`src/rtl/display_scanout.sv`:
```
// rtl/display_scanout.sv - 640x480 raster scan-out with two-stage pixel pipeline and vblank-deferred buffer swap
package display_pkg;
    typedef logic [11:0] pixel_t;
endpackage

module display_scanout
    import display_pkg::*;
#(
    parameter int H_VISIBLE = 640,
    parameter int H_FRONT   = 16,
    parameter int H_SYNC    = 96,
    parameter int H_BACK    = 48,
    parameter int V_VISIBLE = 480,
    parameter int V_FRONT   = 10,
    parameter int V_SYNC    = 2,
    parameter int V_BACK    = 33
) (
    input  logic       clock,
    input  logic       reset,
    output logic [9:0] address_a_x,
    output logic [9:0] address_a_y,
    input  pixel_t     data_a,
    input  logic       swap_request,
    output logic       switch_buffer,
    output logic       swap_pending,
    output pixel_t     pixel_out,
    output logic       hsync,
    output logic       vsync,
    output logic       de,
    output logic       vblank,
    output logic       frame_start
);

    localparam int H_TOTAL = H_VISIBLE + H_FRONT + H_SYNC + H_BACK;
    localparam int V_TOTAL = V_VISIBLE + V_FRONT + V_SYNC + V_BACK;

    localparam logic [9:0] H_LAST   = 10'(H_TOTAL - 1);
    localparam logic [9:0] V_LAST   = 10'(V_TOTAL - 1);
    localparam logic [9:0] H_VIS    = 10'(H_VISIBLE);
    localparam logic [9:0] V_VIS    = 10'(V_VISIBLE);
    localparam logic [9:0] HS_START = 10'(H_VISIBLE + H_FRONT);
    localparam logic [9:0] HS_END   = 10'(H_VISIBLE + H_FRONT + H_SYNC);
    localparam logic [9:0] VS_START = 10'(V_VISIBLE + V_FRONT);
    localparam logic [9:0] VS_END   = 10'(V_VISIBLE + V_FRONT + V_SYNC);

    typedef enum logic {
        IDLE,
        PENDING
    } swap_state_t;

    logic [9:0]  h_count;
    logic [9:0]  v_count;
    logic        active;
    logic        hs_n;
    logic        vs_n;
    logic        in_vblank;
    logic        at_origin;
    logic        at_swap_point;

    logic        s1_active;
    logic        s1_hs_n;
    logic        s1_vs_n;
    logic        s1_vblank;

    swap_state_t swap_state;

    always_ff @(posedge clock) begin
        if (reset) begin
            h_count <= '0;
            v_count <= '0;
        end else if (h_count == H_LAST) begin
            h_count <= '0;
            v_count <= (v_count == V_LAST) ? 10'd0 : v_count + 10'd1;
        end else begin
            h_count <= h_count + 10'd1;
        end
    end

    always_comb begin
        active        = (h_count < H_VIS) && (v_count < V_VIS);
        hs_n          = !((h_count >= HS_START) && (h_count < HS_END));
        vs_n          = !((v_count >= VS_START) && (v_count < VS_END));
        in_vblank     = (v_count >= V_VIS);
        at_origin     = (h_count == 10'd0) && (v_count == 10'd0);
        at_swap_point = (h_count == 10'd0) && (v_count == V_VIS);
    end

    // Blanking reads park on address 0; the stale data is masked in stage 2.
    assign address_a_x = active ? h_count : 10'd0;
    assign address_a_y = active ? v_count : 10'd0;

    always_ff @(posedge clock) begin
        if (reset) begin
            s1_active <= 1'b0;
            s1_hs_n   <= 1'b1;
            s1_vs_n   <= 1'b1;
            s1_vblank <= 1'b0;
        end else begin
            s1_active <= active;
            s1_hs_n   <= hs_n;
            s1_vs_n   <= vs_n;
            s1_vblank <= in_vblank;
        end
    end

    always_ff @(posedge clock) begin
        if (reset) begin
            pixel_out <= '0;
            de        <= 1'b0;
            hsync     <= 1'b1;
            vsync     <= 1'b1;
            vblank    <= 1'b0;
        end else begin
            pixel_out <= s1_active ? data_a : '0;
            de        <= s1_active;
            hsync     <= s1_hs_n;
            vsync     <= s1_vs_n;
            vblank    <= s1_vblank;
        end
    end

    always_ff @(posedge clock) begin
        if (reset) begin
            frame_start <= 1'b0;
        end else begin
            frame_start <= at_origin;
        end
    end

    // The swap point sits at the top of vblank, so the last visible pixels
    // still in the pipeline were fetched from the old buffer.
    always_ff @(posedge clock) begin
        if (reset) begin
            swap_state    <= IDLE;
            switch_buffer <= 1'b0;
            swap_pending  <= 1'b0;
        end else begin
            switch_buffer <= 1'b0;
            if (at_swap_point) begin
                if (swap_state == PENDING || swap_request) begin
                    switch_buffer <= 1'b1;
                end
                swap_state   <= IDLE;
                swap_pending <= 1'b0;
            end else if (swap_request) begin
                swap_state   <= PENDING;
                swap_pending <= 1'b1;
            end
        end
    end

endmodule

```
`config.mk`:
```
export PLATFORM = sky130hd
export DESIGN_NAME = display_scanout
export DESIGN_NICKNAME = d
export VERILOG_FILES = /design/src/rtl/display_scanout.sv
export SDC_FILE = /design/constraint.sdc
export NUM_CORES = 1
export LEC_CHECK = 0
export CAP_MARGIN = 20
export CELL_PAD_IN_SITES_DETAIL_PLACEMENT = 1
export CELL_PAD_IN_SITES_GLOBAL_PLACEMENT = 2
export CORE_UTILIZATION = 30
export DETAILED_ROUTE_END_ITERATION = 10
export PLACE_DENSITY_LB_ADDON = 0.08
export SYNTH_ARGS = -nofsm -noshare
export SYNTH_HDL_FRONTEND = slang
export SYNTH_SLANG_ARGS = --single-unit
export TNS_END_PERCENT = 30
```
`constraint.sdc`:
```
create_clock -name clock -period 3.25 [get_ports clock]
set_input_delay 0.65 -clock clock [delete_from_list [all_inputs] [get_ports clock]]
set_output_delay 0.65 -clock clock [all_outputs]
set_load 0.05 [all_outputs]
```
# Word level (Yosys, flattened, before mapping)
# Cells that the tools add are included.
[classes]
n_shift = 0
bitwise_logic = 2
mul = 0
n_eq_ne = 3
reduce_logical = 14
div_mod_pow = 0
mux = 4
n_addsub = 2
order_cmp = 7
[op_table]
columns = ["op", "count"]
rows = [
  ["two-way mux 10 bit", 3],
  ["adder 10 x 1 -> 10 bit, second input constant", 2],
  ["equality test 10 bit, second input constant", 2],
  ["greater-or-equal comparator 10 x 9 -> 1 bit, second input constant", 2],
  ["zero test 10 bit", 2],
  ["< comparator 10 bit, second input constant", 2],
  ["< comparator 10 x 9 -> 1 bit, second input constant", 2],
  ["equality test 10 x 9 -> 1 bit, second input constant", 1],
  ["greater-or-equal comparator 10 bit, second input constant", 1],
  ["OR reduction 2 bit", 4],
  ["logical AND 1 bit", 5],
  ["zero test 1 bit", 2],
  ["NOT 1 bit", 2],
  ["logical OR 1 bit", 1],
  ["two-way mux 1 bit", 1],
]
[totals]
ff_bits = 43
latch_bits = 0
memories = 0
input_bits = 15
mem_bits_ro = 0
output_inout_bits = 39
mem_bits_rw = 0

# Longest topological paths before layout
# Gate-level depths: netlist of run 1.
[depth]
depth_word = 4
depth_mapped = 6
depth_no_buf = 6

# Least setup slack after synthesis of run 1
# No wires, ideal clock.
[synth_path]
path_kind = "reg-to-output"
startpoint = "reg v_count[6]"
endpoint = "out address_a_x[0]"
slack_ns = 0.963
arrival_ns = 1.637
t_required_ns = 2.600
path_stages_with_launch = 6
cell_sequence = "dfxtp_1 -> buf_4 -> nand4_1 -> nor2b_1 -> nand2_1 -> nor2_1"
[synth_between]
elab_chain_len = 3
[synth_rtl]
columns = ["element", "line_no", "text"]
rows = [
  ["start, declared", "52", "logic [9:0] v_count;"],
  ["start signal, assigned", "73", "v_count <= (v_count == V_LAST) ? 10'd0 : v_count + 10'd1;"],
  ["< comparator 10 x 9 -> 1 bit", "80", "active = (h_count < H_VIS) && (v_count < V_VIS);"],
  ["logical AND 1 bit", "80", ""],
  ["two-way mux 10 bit", "89", "assign address_a_x = active ? h_count : 10'd0;"],
  ["end, declared", "20", "output logic [9:0] address_a_x,"],
]
# No other way between the ends.

# Final worst setup path of run 1
[layout_path]
startpoint = "reg v_count[6]"
endpoint = "out address_a_x[9]"
# The elaborated chain is that of the path after synthesis.

==> key figures, run 1 <==
Setup path
  • Crit. End Element: output pin
  • Worst Setup Path Type: flop to output pin
  • Startpoint class of the critical path: flop
  • Critical Path RT: 2600 ps
  • Crit path DAT: 2100 ps
  • CP Max Fanout: 8

Global route
  • Initial antenna violation count: 0
  • Vias in the first global route: 1465
  • GRT Total Usage: 0.152
  • First-pass GRT wire length: 7.46 mm
  • Gr ovfl total: 0
  • Largest net degree at the start of global routing: 16

Timing
  • Final WS setup: 499 ps
  • Tcrit/Tclk final: 0.847
  • RSZ-0062 raised after global routing: false
  • Worst slew pin tran: 640 ps
  • Worst Skew: 7.87 ps
  • Setup TNS: 0 ps
  • Setup violators final: 0
  • Worst hold slack: 416 ps
  • Maximum clock frequency: between 300 and 400 MHz
  • Fin. Hold Viols: 0
  • Slew headroom: 0.570
  • Slew Viols, Final: 0
  • Fin crit period: 2750 ps

Run
  • Max-cap violation count: 0

Logic synthesis
  • Number of enable flip-flop cells after synthesis: 0
  • Dominant cells by area after synthesis: dfxtp_1 (47%), nor2_1 (5.5%), and3_1 (5.1%)
  • Average size of a mapped cell: 9.35 um2
  • Netlist cell types: 40
  • Async SR Flop Fraction: 0
  • Register area share after synthesis: 0.467
  • Synth Net Count: ~220
  • Seq cells post-synth: 43
  • Share of the synthesized area in the top cell type: 0.467
  • Yosys top cell by area: dfxtp_1
  • Synth Instances: a little under 200
  • YS warnings: 0
  • Mapped Area: around 1800 um2
  • Ys flop type: dfxtp_1

Power and ir drop
  • Cell Pwr Density: around 400 nW/um2
  • Sw frac: 0.274
  • P_leak: 1.00 nW
  • Combinational power share: 0.117
  • Max VDD drop: 0.000181 V
  • Clk network pwr share: 0.350
  • Final Total Pwr: 1.02 mW
  • P_int: 0.743 mW
  • Switching Power: 0.280 mW
  • Sequential power share: 0.533

Drt
  • Vias/cell: between 4 and 5
  • Wire per inst: 14.1 um
  • Number of vias in the routed layout: 1519
  • First-pass DRT Iterations: 4
  • Drt total wl: 4.57 mm
  • Antenna Violating Nets Remaining: 0
  • Initial DRC Count: 51
  • Residual DRC: 0

Final layout
  • Non-Filler Instances: 325
  • Max FFs per register: 12
  • Layout Nets: 269
  • Layout area overhead: 35.5%
  • Largest registers: pixel_out: 12 flops, h_count: 10 flops, v_count: 10 flops
  • Share of layout cells above drive strength 1: 0.156
  • Biggest register: pixel_out
  • # diodes: 0
  • Fill cells: 709

Clock network
  • TritonCTS buffer count: 5
  • CTS H-tree lvls: 2
  • Number of gates resized after cts: 0
  • CTS Hold Buffers Added: 0
  • Clock slew at reported path FFs: about 90 ps
  • CTS sink cnt: 43
  • Clk root buf: clkbuf_8
  • Clk Latency, worst-skew pair: 300 ps
  • CTS tree: done
  • Clk buf depth: 2
  • Setup bufs post-CTS: 0

Floorplanning
  • Die Y: around 80 um
  • Initial Util: 0.311
  • Row count: 28
  • Die ar.: 6460 um2
  • Die W: ~80 um
  • CORE AREA: a little under 6000 um2
  • I/O Pins: 54

Place
  • Dpl hpwl: around 3.4 mm
  • Routability cong.: ~0.74
  • Port buffer count: 52
  • Dpl cells: 317
  • Post-Place Worst Slack: ~820 ps

Hold path
  • Worst hold path class: flop to flop

Run status
  • Status: finished clean
power groups by stage:
stage	registers [mW]	logic (mW)	clock network [mW]
3_3_place_gp	0.558	0.120	0
2_1_floorplan	0.588	0.0370	0
5_1_grt	0.547	0.127	0.398
6_report	0.545	0.120	0.358
3_5_place_dp	0.558	0.120	0
4_1_cts	0.545	0.121	0.375
cell usage after synthesis, types with 2 or more instances:
| cell | n |
|---|---|
| dfxtp_1 | 43 |
| nor2_1 | 27 |
| and3_1 | 15 |
| and2_1 | 12 |
| nand4_1 | 8 |
| inv_1 | 7 |
| nand2_1 | 7 |
| xnor2_1 | 7 |
| xor2_1 | 7 |
| nand3_1 | 6 |
| ha_1 | 5 |
| a21oi_1 | 4 |
| clkbuf_1 | 4 |
| nor2b_1 | 4 |
| nor4_1 | 4 |
| o21ai_0 | 4 |
| or2_2 | 3 |
| or3_1 | 3 |
| or4_1 | 3 |
| buf_4 | 2 |
| nor3_1 | 2 |
| nor4b_1 | 2 |
area by class of cell:
type,instances,area (um2),area share
multi-input cells,137,862,0.345
flip-flops and latches,43,861,0.345
repair buffers,55,561,0.225
well taps,75,93.8,0.0376
clock buffers,5,68.8,0.0276
inverters,7,26.3,0.0105
clock inverters,3,23.8,0.00952
logic make-up after synthesis:
family | count (synthesis) | share of synthesized area
buffers and inverters | 17 | 0.0645
adder cells (fa/ha/maj) | 5 | 0.0340
other | 1 | 0.00204
AO/OA/AOI/OAI | 11 | 0.0367
XOR/XNOR | 14 | 0.0666
AND/OR/NAND/NOR | 106 | 0.329
flip-flops | 43 | 0.467
layout by cell type, fill, tap and decap left out, types with 2 or more instances in the layout:
cell type,count
nor2_1,27
clkdlybuf4s50_1,34
nor4_1,4
or3_1,3
buf_12,5
or4_1,3
clkinvlp_4,2
and3_1,15
nand2_1,7
nor2b_1,4
or2_2,3
ha_1,5
xnor2_1,7
inv_1,7
o21ai_0,4
and2_1,12
clkbuf_8,5
dfxtp_1,43
nor4b_1,2
xor2_1,7
buf_4,16
a21oi_1,4
nand3_1,6
nand4_1,8
nor3_1,2
metal layers:
layer | up-vias | track usage | wire [um]
met5 | - | 0 | 0
met4 | 0 | 0.0482 | 51
met3 | 5 | 0.0375 | 201
met2 | 39 | 0.231 | 2070
met1 | 706 | 0.209 | 2250
li1 | 769 | - | -
final timing paths:
| path | start | slack (ps) | end | depth (start not counted) |
|---|---|---|---|---|
| hold reg to reg | s1_hs_n$_SDFF_PP1_ | 420 | hsync$_SDFF_PP1_ | 1 |
| setup reg to reg | h_count[0]$_SDFF_PP0_ | 1100 | v_count[4]$_SDFFE_PP0N_ | 5 |
| hold / removal | s1_hs_n$_SDFF_PP1_ | 420 | hsync$_SDFF_PP1_ | 1 |
| setup / recovery | v_count[6]$_SDFFE_PP0N_ | 500 | address_a_x[9] | 4 |
critical path, stage by stage, from the launching register on:
cell and delay, ps:
dfxtp_1 480, nand4_1 230, nor2b_1 210, and3_1 180, clkdlybuf4s50_1 710
through the flow:
step | util | instance area (um2)
after floorplan | - | 1840
final | 0.422 | 2500
after detailed placement | 0.406 | 2400
after global placement | 0.406 | 2400
after CTS | 0.422 | 2500
after global routing | 0.422 | 2500
(Power assumes the default switching activity.)
==> run 2, diff against run 1 <==
- CORE_UTILIZATION: 30 -> 25
- clock period: 3.25 -> 2.2 ns (I/O delays scaled with it)
==> run 2 against run 1 <==
  * Power up 48%
  * Clock-buffer cell count unchanged
  * Hold slack better by 0.70 ps
  * Final cell count up 11%
  * Sequential power up 48%
  * Combinational power up 53%
  * Global-route usage down 1.1 points
  * Register-to-register slack worse by 960 ps
  * Via count up 2.1%
  * Final area up 13%
  * Wire length up 12%
  * Clock power up 46%
  * Critical path type is now flop to flop
  * Critical endpoint is now v_count[7]$_SDFFE_PP0N_
==> key figures, run 2 (synthesis gave the netlist of run 1 again) <==
Run
  • Max-cap violation count: 0

Floorplanning
  • Die W: 87.8 um
  • I/O Pins: 54
  • Die ar.: 7710 um2
  • Row count: 30
  • Die Y: 87.8 um
  • Initial Util: 0.265
  • CORE AREA: 6940 um2

Timing
  • Tcrit/Tclk final: 0.935
  • Maximum clock frequency: between 400 and 500 MHz
  • Fin crit period: 2060 ps
  • Fin. Hold Viols: 0
  • Worst Skew: 8.04 ps
  • Worst hold slack: 417 ps
  • Worst slew pin tran: ~670 ps
  • Slew Viols, Final: 0
  • Final WS setup: approximately 140 ps
  • Slew headroom: 0.550
  • RSZ-0062 raised after global routing: false
  • Setup violators final: 0

Setup path
  • Worst flop-to-flop path startpoint: h_count[7]$_SDFF_PP0_
  • Worst-case reg-to-reg path depth: 4
  • Crit path DAT: 2280 ps
  • R2r setup slk: 140 ps
  • CP Max Fanout: 5
  • Critical Path RT: 2420 ps
  • Crit. End Element: flop
  • Worst Setup Path Type: flop to flop
  • Startpoint class of the critical path: flop
  • Crit path from: h_count[7]$_SDFF_PP0_
  • FF-to-FF End: v_count[7]$_SDFFE_PP0N_
  • End of the critical path: v_count[7]$_SDFFE_PP0N_

Final layout
  • Finished Cell Area: ~2800 um2
  • Layout area overhead: 52.6%
  • Largest registers: pixel_out: 12 flops, h_count: 10 flops, v_count: 10 flops
  • Most common cell after layout, fill and taps aside: dfxtp_1
  • Biggest register: pixel_out
  • Share of layout cells above drive strength 1: 0.212
  • # diodes: 0
  • Commonest non-fill, non-tap cells in the layout: dfxtp_1 (43), clkdlybuf4s50_1 (33), nor2_1 (27)
  • Max FFs per register: 12
  • Final core utilization: 0.405
  • Fill cells: 803
  • Layout Nets: 283

Place
  • Dpl hpwl: approximately 4 mm
  • Routability cong.: 0.770
  • Cell Area, Placed: about 2700 um2
  • Port buffer count: 52
  • Post-Place Worst Slack: -61.4 ps

Drt
  • Residual DRC: 0
  • Antenna Violating Nets Remaining: 0
  • Vias/cell: ~4.3
  • Initial DRC Count: 35
  • Wire per inst: between 10 and 15 um
  • First-pass DRT Iterations: 4
  • Number of vias in the routed layout: 1551
  • Drt total wl: approximately 5.1 mm

Global route
  • Gr ovfl total: 0
  • First-pass GRT wire length: between 8 and 9 mm
  • Largest net degree at the start of global routing: 16
  • GRT Total Usage: 0.141
  • Vias in the first global route: 1601
  • Initial antenna violation count: 0

Clock network
  • TritonCTS buffer count: 5
  • Setup bufs post-CTS: 0
  • Clock slew at reported path FFs: roughly 90 ps
  • Clk Latency, worst-skew pair: 300 ps
  • CTS Hold Buffers Added: 0
  • CTS tree: done
  • CTS H-tree lvls: 2
  • Clk buf depth: 2
  • Clk root buf: clkbuf_8
  • CTS sink cnt: 43

Power and ir drop
  • Max VDD drop: 0.000236 V
  • P_leak: around 1.1 nW
  • Cell Pwr Density: about 540 nW/um2

Run status
  • Status: finished clean

Hold path
  • Worst hold path class: flop to flop
-- run 2: timing repair --
action                     4_1_cts  5_1_grt
gates resized for setup          2        2
setup endpoints to repair       19        5
gates cloned                     0        0
-- run 2: worst min-delay path by stage --
| stage | cells past startpoint | from | endpoint | slack, ps |
|---|---|---|---|---|
| after floorplan | 1 | s1_hs_n$_SDFF_PP1_ | hsync$_SDFF_PP1_ | 390 |
| after global placement | 1 | s1_hs_n$_SDFF_PP1_ | hsync$_SDFF_PP1_ | 390 |
| after detailed placement | 1 | s1_hs_n$_SDFF_PP1_ | hsync$_SDFF_PP1_ | 400 |
| after CTS | 1 | s1_hs_n$_SDFF_PP1_ | hsync$_SDFF_PP1_ | 420 |
| after global routing | 1 | s1_vs_n$_SDFF_PP1_ | vsync$_SDFF_PP1_ | 440 |
| final | 1 | s1_hs_n$_SDFF_PP1_ | hsync$_SDFF_PP1_ | 420 |
-- run 2: through the flow --
step	setup TNS, ps	cells	power, mW
floorplan	0	197	0.923
global placement	0	352	1.01
detailed placement	-277	352	1.01
CTS	0	360	1.55
global route	0	360	1.59
finish	0	360	1.51
-- run 2: per-layer routing --
| layer | global-route usage | vias to the layer above | wire [um] |
|---|---|---|---|
| li1 | - | 794 | - |
| met5 | 0 | - | 0 |
| met3 | 0.0320 | 6 | 180 |
| met1 | 0.178 | 713 | 2400 |
| met2 | 0.240 | 38 | 2470 |
| met4 | 0.0402 | 0 | 55 |
-- run 2: worst max-delay path, stage by stage (launching register included) --
cell and delay [ps]:
dfxtp_1 360, or4b_4 560, or4_4 590, or3_1 330
a21oi_1 150
-- run 2: cell type report --
| type | instances | area [um2] | area share |
|---|---|---|---|
| clock buffers | 5 | 68.8 | 0.0245 |
| clock inverters | 3 | 23.8 | 0.00846 |
| inverters | 7 | 26.3 | 0.00935 |
| multi-input cells | 137 | 872 | 0.310 |
| flip-flops and latches | 43 | 861 | 0.306 |
| well taps | 96 | 120 | 0.0427 |
| repair buffers | 69 | 838 | 0.298 |
-- run 2: report_power, final --
group	leakage, nW	total [mW]	internal [mW]	switching (mW)
Combinational	0.736	0.184	0.0794	0.104
Clock	0.0408	0.523	0.227	0.296
Sequential	0.350	0.806	0.796	0.00974
Total	1.13	1.51	1.10	0.410
